==> config.mk <==
export PLATFORM = sky130hd
export DESIGN_NAME = priority_encoder
export DESIGN_NICKNAME = d
export VERILOG_FILES = /design/src/rtl/priority_encoder.sv
export SDC_FILE = /design/constraint.sdc
export NUM_CORES = 1
export LEC_CHECK = 0
export ABC_CLOCK_PERIOD_IN_PS = 1250
export BUFFER_PORTS_ARGS = -buffer_cell sky130_fd_sc_hd__buf_2
export CAP_MARGIN = 30
export CORE_AREA = 2 2 39 41
export CTS_BUF_LIST = sky130_fd_sc_hd__clkbuf_4
export DETAILED_ROUTE_END_ITERATION = 16
export DIE_AREA = 0 0 41 43
export PLACE_DENSITY = 0.41
export SLEW_MARGIN = 15
export SYNTH_ARGS = -nofsm -noshare
export SYNTH_HDL_FRONTEND = slang
export SYNTH_SLANG_ARGS = --single-unit
==> constraint.sdc <==
create_clock -name clk -period 1.25 [get_ports clk]
set_input_delay 0.25 -clock clk [delete_from_list [all_inputs] [get_ports clk]]
set_output_delay 0.25 -clock clk [all_outputs]
set_load 0.005 [all_outputs]
==> src/rtl/priority_encoder.sv <==
// priority_encoder: registered MSB-first priority encoder; define PRIORITY_ENCODER_ONEHOT_EN to add a onehot output
module priority_encoder #(
    parameter int WIDTH  = 8,
    parameter int CODE_W = 3
) (
    input  logic              clk,
    input  logic              rst,
    input  logic              en,
    input  logic [WIDTH-1:0]  in,
`ifdef PRIORITY_ENCODER_ONEHOT_EN
    output logic [WIDTH-1:0]  onehot,
`endif
    output logic [CODE_W-1:0] code,
    output logic              valid
);
    logic [CODE_W-1:0] code_d;
    logic              valid_d;
`ifdef PRIORITY_ENCODER_ONEHOT_EN
    logic [WIDTH-1:0]  onehot_d;
`endif
    // ascending scan so the highest set bit wins; an X/Z bit fails the test and is ignored
    always_comb begin
        code_d  = '0;
        valid_d = 1'b0;
`ifdef PRIORITY_ENCODER_ONEHOT_EN
        onehot_d = '0;
`endif
        for (int i = 0; i < WIDTH; i++) begin
            if (in[i] == 1'b1) begin
                code_d  = CODE_W'(i);
                valid_d = 1'b1;
`ifdef PRIORITY_ENCODER_ONEHOT_EN
                onehot_d    = '0;
                onehot_d[i] = 1'b1;
`endif
            end
        end
    end
    // output registers: reset clears, enable captures, otherwise hold
    always_ff @(posedge clk) begin
        if (rst) begin
            code  <= '0;
            valid <= 1'b0;
`ifdef PRIORITY_ENCODER_ONEHOT_EN
            onehot <= '0;
`endif
        end else if (en) begin
            code  <= code_d;
            valid <= valid_d;
`ifdef PRIORITY_ENCODER_ONEHOT_EN
            onehot <= onehot_d;
`endif
        end
    end
endmodule

Word-level counts from Yosys, hierarchy flattened
Cells that the tools add are included.

Register bits: 4. Input bits: 11. Output and inout bits: 4. Logic and storage cells: 17.

Muxes and demuxes: 15.

Operators by type and width (count): two-way mux 3 bit (4); two-way mux 1 bit (9); two-way mux 2 bit (2).

Logic depth before layout (Yosys ltp)
Depth in word-level cells: 8. Mapped depth: 3. Gate-level depth less buffers: 3.

Worst setup path after synthesis
No wires, ideal clock.

Kind: input to register. From: input port in[2]. To: register code[0]. Arrival time: 0.866 ns. Data required time: 1.159 ns. Slack: 0.293 ns. Cell stages on the path: 3. Path buffers: 0. Cell sequence: nand2b_4 -> a221o_1 -> a311oi_1.

Longest elaborated chain between the ends: 6.

RTL lines: start, declared (RTL line 9) `input logic [WIDTH-1:0] in,`; two-way mux 2 bit (2 in a row) (RTL line 29) `if (in[i] == 1'b1) begin`; two-way mux 3 bit (4 in a row) (RTL line 29); end signal, assigned (RTL line 48) `code <= code_d;`; end, declared (RTL line 13) `output logic [CODE_W-1:0] code,`.

No other way between the ends. A chain may end at the register's enable or synchronous reset.

Final worst setup path
From: register code[0]. To: output port code[0].

No word-level cell between the ends.

==> results.md <==
* Skew final at 0 ns
* CP Launch Type: register
* First-pass GRT wire length at 841 um
* Post-Syn Area at 193 um^2
* Vias/cell at 4.20
* CP Launch Point: code[0]$_SDFFE_PP0P_
* Worst EP arrival at 0.66 ns
* Sw Share at 0.223
* # diodes at 0
* Clock sink count at 4
* Clock Pin Slew Worst Setup and Hold Paths at 0.04 ns
* Seq pwr share at 0.402
* Psw at 79.2 uW
* Instance count on the critical path at 1
* Post-DRT Antenna Nets at 0
* Initial antenna violation count at 0
* Die height at 43 um
* Hold Vio Cnt, Final at 0
* Crit path time final at 0.911 ns
* Worst Hold Class: in -> reg
* Total core area at 0.00138 mm^2
* Crit-path max cell delay at 0.32 ns
* Worst path slowest cell: dfxtp_1
* Site Rows at 14
* Most frequent cells in the layout: buf_2, nor2_1, dfxtp_1, a311oi_1, clkbuf_4
* Slew Limit Fails at 0
* Post-CTS Hold Buffers at 0
* Gr usage total at 0.0691
* Area growth, synth to finish at 56.5%
* Starting density of the core at 0.139
* Final wirelength at 464 um
* Int Pwr at 276 uW
* PnR worst setup slack at 0.339 ns
* Worst r2r dst: code[0]$_SDFFE_PP0P_
* Initial DRC Count at 2
* Cell depth of the worst hold path at 2
* Area of the die at 0.00176 mm^2
* Syn avg cell area at 8.38 um^2
* Ports at 15
* Later-pin clock latency in the skew report at 0.23 ns
* Cell Pwr Density at 1180 mW/mm^2
* Largest net degree at the start of global routing at 9
* R2r worst-path depth at 2
* Fin Setup TNS at 0 ns
* CP endpoint: code[0]
* Syn Inst Count at 23
* Synthesis Warnings at 0
* Max-Cap Viols at 0
* Routed len/inst at 8.44 um
* Clk root buf: clkbuf_4
* Most common cell after layout, fill and taps aside: buf_2
* Clock power share at 0.436
* Slew headroom at 0.715
* Period Utilization, post-route at 0.729
* Crit Path Class: reg -> out
* Syn_nets at 34
* Register area share after synthesis at 0.416
* Residual DRC at 0
* R2r setup slk at 0.58 ns
* CTS tree: done
* Die Wd at 41 um
* Max frequency at 1100 MHz
* Port-buffer cells at 14
* Worst vdd ir at 0.253 mV
* RSZ-0062 raised after global routing: no
* Clk buf depth at 2
* Final Setup Violations at 0
* Status: completed
* GRT overflow at 0
* Comb power frac at 0.162
* Post-place setup slack at 0.137 ns
* R2R Path Start: code[0]$_SDFFE_PP0P_
* Vias in the first global route at 236
* Worst-margin pin slew at 0.423 ns
* Lkg Pwr at 0.000146 uW
* Via count at 231
* Post-synth cell types at 10
* Inserted Clock Buffers at 3
* Critical Path, Cell by Cell: buf_2
* RD Place Congestion at 0.613
* Layout cells sized above 1 at 0.462
* Final nets at 52
* H-tree depth at 1
* Pre-antenna DRT Iters at 2
* #FFs+latches synth at 4
* Max FO, Critical Path at 2
* Crit path max-delay family: flip-flops
* # resized after CTS at 0
* Buf/Inv on CP at 1
* Worst Path Required at 1.00 ns
* Post-CTS setup buffers at 0
* Crit path capture type: output port
==> power by group through the flow <==
stage	Sequential, uW	Clock (uW)	Combinational [uW]
after floorplan	146	0	22.8
after global placement	144	0	59.3
after detailed placement	145	0	58.5
after CTS	143	163	58.6
after global routing	144	173	66.1
final	142	155	57.6
==> cells by family after synthesis <==
logic type,share of synthesized area
buffers and inverters,0.0584
AND/OR/NAND/NOR,0.273
flip-flops,0.416
AO/OA/AOI/OAI,0.253
==> through the flow <==
step,area (um^2),total power [uW],utilization,hold slack (ns),std cells
final,302,355,0.218,0.232,55
after global routing,302,383,0.218,0.239,55
after CTS,302,364,0.218,0.229,55
after detailed placement,279,203,0.202,0.472,52
after global placement,279,203,0.202,0.472,52
after floorplan,193,169,-,0.322,23
==> Yosys cell counts <==
cell / count / area [um^2]
o21ai_0: 1 / 5.00
clkbuf_1: 1 / 3.75
nor4_1: 2 / 12.5
dfxtp_1: 4 / 80.1
nand2b_4: 1 / 13.8
a221o_1: 1 / 10.0
inv_1: 2 / 7.51
a211oi_1: 1 / 7.51
nor2_1: 7 / 26.3
a311oi_1: 3 / 26.3
==> layout make-up <==
class                      instances  area (um^2)
timing repair buffer              14         70.1
inverter                           2         7.51
fill                             157         1080
sequential                         4         80.1
multi-input combinational         16          101
tap                               16         20.0
clock buffer                       3         22.5
==> state kept, by name, indices dropped and copies added (netlist names) <==
name	count
valid	1
code	3
==> how the worst min path moves through the flow <==
stage	endpoint	slack (ns)	from
finish	valid$_SDFFE_PP0P_	0.23	rst
global route	code[0]$_SDFFE_PP0P_	0.24	rst
CTS	code[2]$_SDFFE_PP0P_	0.23	rst
detailed placement	code[0]$_SDFFE_PP0P_	0.47	rst
global placement	code[0]$_SDFFE_PP0P_	0.47	rst
floorplan	code[0]$_SDFFE_PP0P_	0.32	rst
==> metal layers <==
| metal | track usage | wire length (um) | vias to the layer above |
|---|---|---|---|
| met1 | 0.0895 | 236 | 100 |
| met2 | 0.100 | 184 | 12 |
| met5 | 0 | 0 | - |
| met4 | 0.0200 | 0 | 0 |
| li1 | - | - | 119 |
| met3 | 0.0314 | 43 | 0 |
Power figures use the tool's default switching activity.
